--- src/rtl/uart_pkg.sv ---
// rtl/uart_pkg.sv - shared UART types, parity codes and baud divisor helper
package uart_pkg;

    typedef enum logic [2:0] {
        TX_IDLE   = 3'd0,
        TX_START  = 3'd1,
        TX_DATA   = 3'd2,
        TX_PARITY = 3'd3,
        TX_STOP   = 3'd4
    } tx_state_t;

    localparam int PARITY_NONE = 0;
    localparam int PARITY_EVEN = 1;
    localparam int PARITY_ODD  = 2;

    // Rounded divisor so that the bit period error stays within half a clock.
    function automatic int clks_per_bit(input int clk_freq, input int baud);
        return (clk_freq + baud / 2) / baud;
    endfunction

endpackage

--- src/rtl/uart_baud_cnt.sv ---
// rtl/uart_baud_cnt.sv - bit-period counter with clear, end-of-bit and pre-end flags
module uart_baud_cnt #(
    parameter int CLKS_PER_BIT = 16
) (
    input  logic i_clk,
    input  logic i_rst,
    input  logic i_clear,
    output logic o_bit_end,
    output logic o_pre_end
);

    localparam int CNT_W = $clog2(CLKS_PER_BIT);
    localparam logic [CNT_W-1:0] LAST = CNT_W'(CLKS_PER_BIT - 1);
    localparam logic [CNT_W-1:0] PRE  = CNT_W'(CLKS_PER_BIT - 2);

    logic [CNT_W-1:0] r_cnt;

    always_ff @(posedge i_clk or posedge i_rst) begin
        if (i_rst) begin
            r_cnt <= '0;
        end else if (i_clear || r_cnt == LAST) begin
            r_cnt <= '0;
        end else begin
            r_cnt <= r_cnt + CNT_W'(1);
        end
    end

    assign o_bit_end = (r_cnt == LAST);
    assign o_pre_end = (r_cnt == PRE);

endmodule

--- src/rtl/uart_tx.sv ---
// rtl/uart_tx.sv - 8N1/8E1/8O1/8x2 UART transmitter with registered outputs
module uart_tx
    import uart_pkg::*;
#(
    parameter int CLK_FREQ  = 100_000_000,
    parameter int BAUD      = 115200,
    parameter int PARITY    = 0,
    parameter int STOP_BITS = 1
) (
    input  logic       clk,
    input  logic       reset,
    input  logic [7:0] uart_din,
    input  logic       uart_tx_start,
    output logic       tx_done,
    output logic       tx_done_tick,
    output logic       tx
);

    localparam int CPB = clks_per_bit(CLK_FREQ, BAUD);

    generate
        if (CPB < 4) begin : g_bad_baud
            $error("uart_tx: CLKS_PER_BIT must be at least 4");
        end
        if (PARITY != PARITY_NONE && PARITY != PARITY_EVEN && PARITY != PARITY_ODD) begin : g_bad_parity
            $error("uart_tx: PARITY must be 0, 1 or 2");
        end
        if (STOP_BITS != 1 && STOP_BITS != 2) begin : g_bad_stop
            $error("uart_tx: STOP_BITS must be 1 or 2");
        end
    endgenerate

    tx_state_t  r_state;
    logic [7:0] r_shift;
    logic [7:0] r_byte;
    logic [2:0] r_bit_idx;
    logic       r_tx;
    logic       r_done;
    logic       r_tick;

    logic w_bit_end;
    logic w_pre_end;
    logic w_parity;
    logic w_last_stop;

    // Counter is held at zero while idle so the start bit gets a full period.
    uart_baud_cnt #(
        .CLKS_PER_BIT(CPB)
    ) u_baud (
        .i_clk    (clk),
        .i_rst    (reset),
        .i_clear  (r_state == TX_IDLE),
        .o_bit_end(w_bit_end),
        .o_pre_end(w_pre_end)
    );

    assign w_parity    = (^r_byte) ^ (PARITY == PARITY_ODD);
    assign w_last_stop = (STOP_BITS == 1) || r_bit_idx[0];

    always_ff @(posedge clk or posedge reset) begin
        if (reset) begin
            r_state   <= TX_IDLE;
            r_shift   <= '0;
            r_byte    <= '0;
            r_bit_idx <= '0;
            r_tx      <= 1'b1;
            r_done    <= 1'b1;
            r_tick    <= 1'b0;
        end else begin
            r_tick <= 1'b0;
            case (r_state)
                TX_IDLE: begin
                    r_tx   <= 1'b1;
                    r_done <= 1'b1;
                    if (uart_tx_start) begin
                        r_shift <= uart_din;
                        r_byte  <= uart_din;
                        r_tx    <= 1'b0;
                        r_done  <= 1'b0;
                        r_state <= TX_START;
                    end
                end
                TX_START: begin
                    if (w_bit_end) begin
                        r_bit_idx <= '0;
                        r_tx      <= r_shift[0];
                        r_state   <= TX_DATA;
                    end
                end
                TX_DATA: begin
                    if (w_bit_end) begin
                        r_shift <= r_shift >> 1;
                        if (r_bit_idx == 3'd7) begin
                            r_bit_idx <= '0;
                            if (PARITY != PARITY_NONE) begin
                                r_tx    <= w_parity;
                                r_state <= TX_PARITY;
                            end else begin
                                r_tx    <= 1'b1;
                                r_state <= TX_STOP;
                            end
                        end else begin
                            r_bit_idx <= r_bit_idx + 3'd1;
                            r_tx      <= r_shift[1];
                        end
                    end
                end
                TX_PARITY: begin
                    if (w_bit_end) begin
                        r_bit_idx <= '0;
                        r_tx      <= 1'b1;
                        r_state   <= TX_STOP;
                    end
                end
                TX_STOP: begin
                    // Tick is registered one cycle early so it covers the final stop cycle.
                    if (w_pre_end && w_last_stop) begin
                        r_tick <= 1'b1;
                    end
                    if (w_bit_end) begin
                        if (w_last_stop) begin
                            r_bit_idx <= '0;
                            r_done    <= 1'b1;
                            r_state   <= TX_IDLE;
                        end else begin
                            r_bit_idx <= r_bit_idx + 3'd1;
                        end
                    end
                end
                default: begin
                    r_tx    <= 1'b1;
                    r_done  <= 1'b1;
                    r_state <= TX_IDLE;
                end
            endcase
        end
    end

    assign tx           = r_tx;
    assign tx_done      = r_done;
    assign tx_done_tick = r_tick;

endmodule
--- config.mk ---
export PLATFORM = sky130hd
export DESIGN_NAME = uart_tx
export DESIGN_NICKNAME = d
export VERILOG_FILES = /design/src/rtl/uart_pkg.sv /design/src/rtl/uart_baud_cnt.sv /design/src/rtl/uart_tx.sv
export SDC_FILE = /design/constraint.sdc
export NUM_CORES = 1
export LEC_CHECK = 0
export CAP_MARGIN = 40
export CORE_AREA = 2 2 52 54
export CTS_CLUSTER_DIAMETER = 30
export DETAILED_ROUTE_END_ITERATION = 12
export DIE_AREA = 0 0 54 56
export HOLD_SLACK_MARGIN = 0.15
export PLACE_DENSITY = 0.77
export SLEW_MARGIN = 20
export SYNTH_ARGS = -nofsm -noshare
export SYNTH_HDL_FRONTEND = slang
export SYNTH_SLANG_ARGS = --single-unit
--- constraint.sdc ---
create_clock -name clk -period 4.2 [get_ports clk]
set_clock_uncertainty 0.05 [all_clocks]
set_input_delay 0.63 -clock clk [delete_from_list [all_inputs] [get_ports clk]]
set_output_delay 0.63 -clock clk [all_outputs]
set_load 0.01 [all_outputs]
## Yosys cells after proc, flatten, opt, wreduce, memory -nomap -nowiden

Index checks and enable logic that the tools add are counted.

| operators by class | value |
|---|---|
| add/subtract/negate cells | 2 |
| muxes and demuxes | 23 |
| reductions and logical operators | 11 |
| equal/unequal tests | 14 |
| bitwise operators | 2 |

Operators by type and width:

| operator | number |
|---|---|
| 2-to-1 mux 3 bit | 8 |
| equality test 10 bit (second input constant) | 2 |
| 2-to-1 mux 8 bit | 2 |
| case mux 8 bit (2 select lines) | 1 |
| case mux 3 bit (5 select lines) | 1 |
| adder 10 x 1 -> 10 bit (second input constant) | 1 |
| 2-to-1 mux 10 bit | 1 |
| != test 2 x 1 -> 1 bit (second input constant) | 5 |
| 2-to-1 mux 1 bit | 7 |
| equality test 3 x 2 -> 1 bit (second input constant) | 2 |
| equality test 3 bit (second input constant) | 2 |
| case mux 3 bit (2 select lines) | 1 |
| AND reduction 3 bit | 2 |
| AND reduction 6 bit | 1 |
| OR reduction 3 bit | 2 |
| case mux 1 bit (5 select lines) | 1 |
| != test 2 bit (second input constant) | 2 |
| AND reduction 4 bit | 1 |
| nonzero test 2 bit | 2 |
| adder 3 x 1 -> 3 bit (second input constant) | 1 |
| equality test 3 x 1 -> 1 bit (second input constant) | 1 |
| logical NOT 3 bit | 1 |
| case mux 1 bit (3 select lines) | 1 |
| inverter 1 bit | 2 |
| other kinds (2) | 2 |

| word-level totals | value |
|---|---|
| output and inout port bits | 3 |
| logic and storage cells | 59 |
| flip-flop bits (word level) | 27 |

## Logic depth before layout (Yosys ltp)

| logic depth | value |
|---|---|
| depth in word-level cells | 4 |
| mapped depth | 6 |
| mapped depth without buffers | 6 |

## Hierarchy

Synthesis repeated with hierarchy kept, for this count alone.

| unflattened totals | value |
|---|---|
| cells, all modules | 129 |
| area total of the unflattened synthesis | 1,455.1 um2 |

Modules (own cells, without submodules):

| module | times used | cells an instance | area each (um2) |
|---|---|---|---|
| uart_tx | 1 | 74 | 929.6 |
| uart_baud_cnt | 1 | 55 | 525.5 |

## Least setup slack after synthesis

No wires, ideal clock.

| path | value |
|---|---|
| path type | reg2reg |
| start | register r_state[2] |
| end | register r_shift[0] |
| period minus slack after synthesis | 1,789 ps |
| setup time | 128 ps |
| path slack | 2,411 ps |
| required time | 4,022 ps |
| arrival | 1,611 ps |
| cell stages (with the launch flop) | 5 |
| cell sequence | dfrtp_1 -> nand2b_2 -> nor2_1 -> mux2_2 -> mux2_1 |

| on the way | value |
|---|---|
| word-level cells in the longest chain between the ends | 3 |

Ends and longest elaborated chain:

| element | line | RTL |
|---|---|---|
| start, declared | uart_tx.sv:33 | `tx_state_t r_state;` |
| start signal, assigned | uart_tx.sv:62 | `r_state <= TX_IDLE;` |
| start signal, assigned | uart_tx.sv:80 | `r_state <= TX_START;` |
| start signal, assigned | uart_tx.sv:87 | `r_state <= TX_DATA;` |
| equality test 3 x 2 -> 1 bit or logical NOT 3 bit (tied branches) | uart_tx.sv:71 | `case (r_state)` |
| != test 2 x 1 -> 1 bit (no source line) (tied with other cells) | - |  |
| AND reduction 3 bit (no source line) | - |  |
| end signal, assigned | uart_tx.sv:76 | `r_shift <= uart_din;` |
| end signal, assigned | uart_tx.sv:92 | `r_shift <= r_shift >> 1;` |
| end, declared | uart_tx.sv:34 | `logic [7:0] r_shift;` |

Parallel ways exist; a longest one is shown, timed or not.
A chain may end at the register's enable or synchronous reset.

## Worst setup path in the final report

Ends and elaborated chain as after synthesis.

==> results.yml <==
run_status:
  status: "finished clean"
power_and_ir_drop:
  pwr-share-seq_pct: 59.6
  ir_worst_vdd_mv: 0.369
  leakage_nw: 0.679
  swShare_pct: 30.6
  p_per_area_mw_per_mm2: 414
  comb_power_share_pct: 23.1
  p_int_w: 0.000450
  p_clk_share_pct: 17.3
  power_switching_w: 0.000199
finish:
  syn2layout_area_growth_pct: 13.5
  nets: 149
  final_layout_size_suffix_gt1_share_pct: 18.0
  antenna_cells: 0
routing:
  wl_per_cell_um: 15.1
  route.detailed.drc: 0
  drtIter0Drc: 31
  routed_via_density: 5.90
  vias: 961
  routed_wl_um: 2470
  dr.pass1.iters: 4
  ant_nets: 0
place:
  dp_hpwl_um: 1820
  portBuffers: 13
  routabilityCongestion: 0.705
timing:
  finalCritPeriodShare_pct: 53.2
  max_freq_ghz: 0.447
  relSlewSlack_pct: 51.0
  final.min_clock_period_ns: 2.24
  setup_violations: 0
  final.setup.tns_ns: 0
  rsz0062_at_grt: "false"
  whs_ns: 0.468
  slew_violations: 0
  worst_pin_slew_ns: 0.731
  hold_viol_final: 0
global_routing:
  grt_antenna_before_repair: 0
  grt_pass1_vias: 970
  grt_pass1_wl_um: 4380
  busiest_layer: "met2"
  use_met1_pct: 27.7
  gr-usage-met3_pct: 2.42
  track_usage_pct: 19.3
  grt_max_degree: 18
  gr-total-overflow: 0
  grt_use_met2_pct: 30.1
yosys:
  synth.cell_area_mm2: 0.00138
  yosys.area.top_type: "dfrtp_1"
  ys_seq_area_share_pct: 49.1
  synthArstFlopShare_pct: 100
  synth-warning-count: 0
  yosysMostFrequentCell: "dfrtp_1"
  syn_nets: 135
  synth_top_area_share_pct: 45.3
  syn_inst: 120
  synth_top_flop_cell: "dfrtp_1"
  synth.ff_latch_count: 27
  yosys-top-cells-count: "dfrtp_1, nor2_1, mux2_2, xor2_1"
  synth_area_per_cell_um2: 11.5
  yosys-top-cells-area: "dfrtp_1, mux2_2, nor2_1"
  ys_types: 36
  synth_edf_count: 0
die:
  start_util_pct: 56.7
  ioPinCount: 14
  coreArea_mm2: 0.00243
  die_area_mm2: 0.00302
  die_h_um: 56
  die_w_um: 54
  row_count: 18
clock_tree:
  cts_setup_buffers: 0
  cts_max_level: 1
  cts_tree: "done"
  ctsLongestPathBuffers: 2
  cts_resized: 0
  clock_latency_ns: 0.32
  cts_sinks: 27
  cts_buffers: 3
  hold_buffers: 0
  cts-root-buf: "clkbuf_4"
  clkTransAtPathRegs_ns: 0.15
setup_path:
  end_kind: "flip-flop"
  cp_max_fo: 12
  critical_path_arrival_ns: 2.41
  criticalPathCategory: "flip-flop to flip-flop"
  startpoint_type: "flip-flop"
  reg2regPathDepth: 4
  worstPathRequired_ns: 4.37
worst_hold_path:
  holdPathStages: 2
  hold_path.class: "flip-flop to flip-flop"
flow_run:
  cap_violations: 0
==> layout by cell type, fill, tap and decap left out, drive strengths merged, types with 2 or more instances in the layout <==
| master | instances |
|---|---|
| mux2 | 14 |
| dfrtp | 25 |
| nand2 | 4 |
| nor2 | 17 |
| and3 | 3 |
| dfstp | 2 |
| xor2 | 6 |
| nand3 | 6 |
| inv | 5 |
| xnor2 | 3 |
| clkdlybuf4s50 | 13 |
| nor3 | 3 |
| ha | 4 |
| a32o | 4 |
| clkbuf | 4 |
| nand4 | 2 |
| o21ai | 2 |
==> power groups by stage <==
stage               Clock [W]  Sequential (W)  Combinational (W)
global route         0.000128        0.000397           0.000173
detailed placement          0        0.000389           0.000153
global placement            0        0.000384           0.000139
CTS                  0.000115        0.000385           0.000153
finish               0.000112        0.000387           0.000150
floorplan                   0        0.000369           0.000121
==> stage by stage <==
stage	cells	util, %	area, um^2	setup slack (ns)	total power, W
final	163	64.4	1570	1.96	0.000649
after global routing	163	64.4	1570	1.84	0.000698
after CTS	163	64.4	1570	1.97	0.000654
after detailed placement	159	63.3	1540	1.83	0.000542
after global placement	158	62.2	1510	1.91	0.000523
after floorplan	120	-	1380	2.41	0.000490
==> cells by family after synthesis <==
family	count (synthesis)	synth area share (%)
compound gates	16	10.4
xor+xnor	9	5.71
fa+ha+maj	4	3.63
buf+inv	10	3.90
flops	27	49.1
mux	14	11.4
simple gates	40	15.8
==> final timing paths <==
kind	to	startpoint	slack [ns]
min reg2reg	tx$_DFFE_PP1P_	tx$_DFFE_PP1P_	0.47
max	r_shift[0]$_DFFE_PP0P_	r_state[2]$_DFFE_PP0P_	1.96
max in group asynchronous	u_baud.r_cnt[2]$_DFF_PP0_	reset	3.10
max reg2reg	r_shift[0]$_DFFE_PP0P_	r_state[2]$_DFFE_PP0P_	1.96
min	tx$_DFFE_PP1P_	tx$_DFFE_PP1P_	0.47
min in group asynchronous	r_state[2]$_DFFE_PP0P_	reset	0.55
==> layout make-up <==
cell class / count / area [um^2]
Timing Repair Buffer: 14 / 158
Multi-Input combinational cell: 83 / 648
Inverter: 5 / 18.8
Fill cell: 201 / 866
Clock buffer: 4 / 26.3
Sequential cell: 27 / 678
Tap cell: 30 / 37.5
==> routing by layer <==
metal  part of all wire [%]  up-vias
met5                      0        -
met4                   0.61        0
met3                    2.4        2
met2                     49       16
met1                     48      480
li1                       -      463
==> critical path, stage by stage, from the launching register on <==
cell and delay, ns:
dfrtp_1 0.55, nand2b_2 0.28, nor2_1 0.57, mux2_2 0.41, mux2_1 0.28
==> sequential cells by signal, summed over array words and instances (netlist names) <==
signal and flops:
u_baud.r_cnt 10, tx_done_tick 1, tx_done 1, r_state 3
tx 1, r_shift 8, r_bit_idx 3
Note: power is estimated with default switching activity, not from simulation.
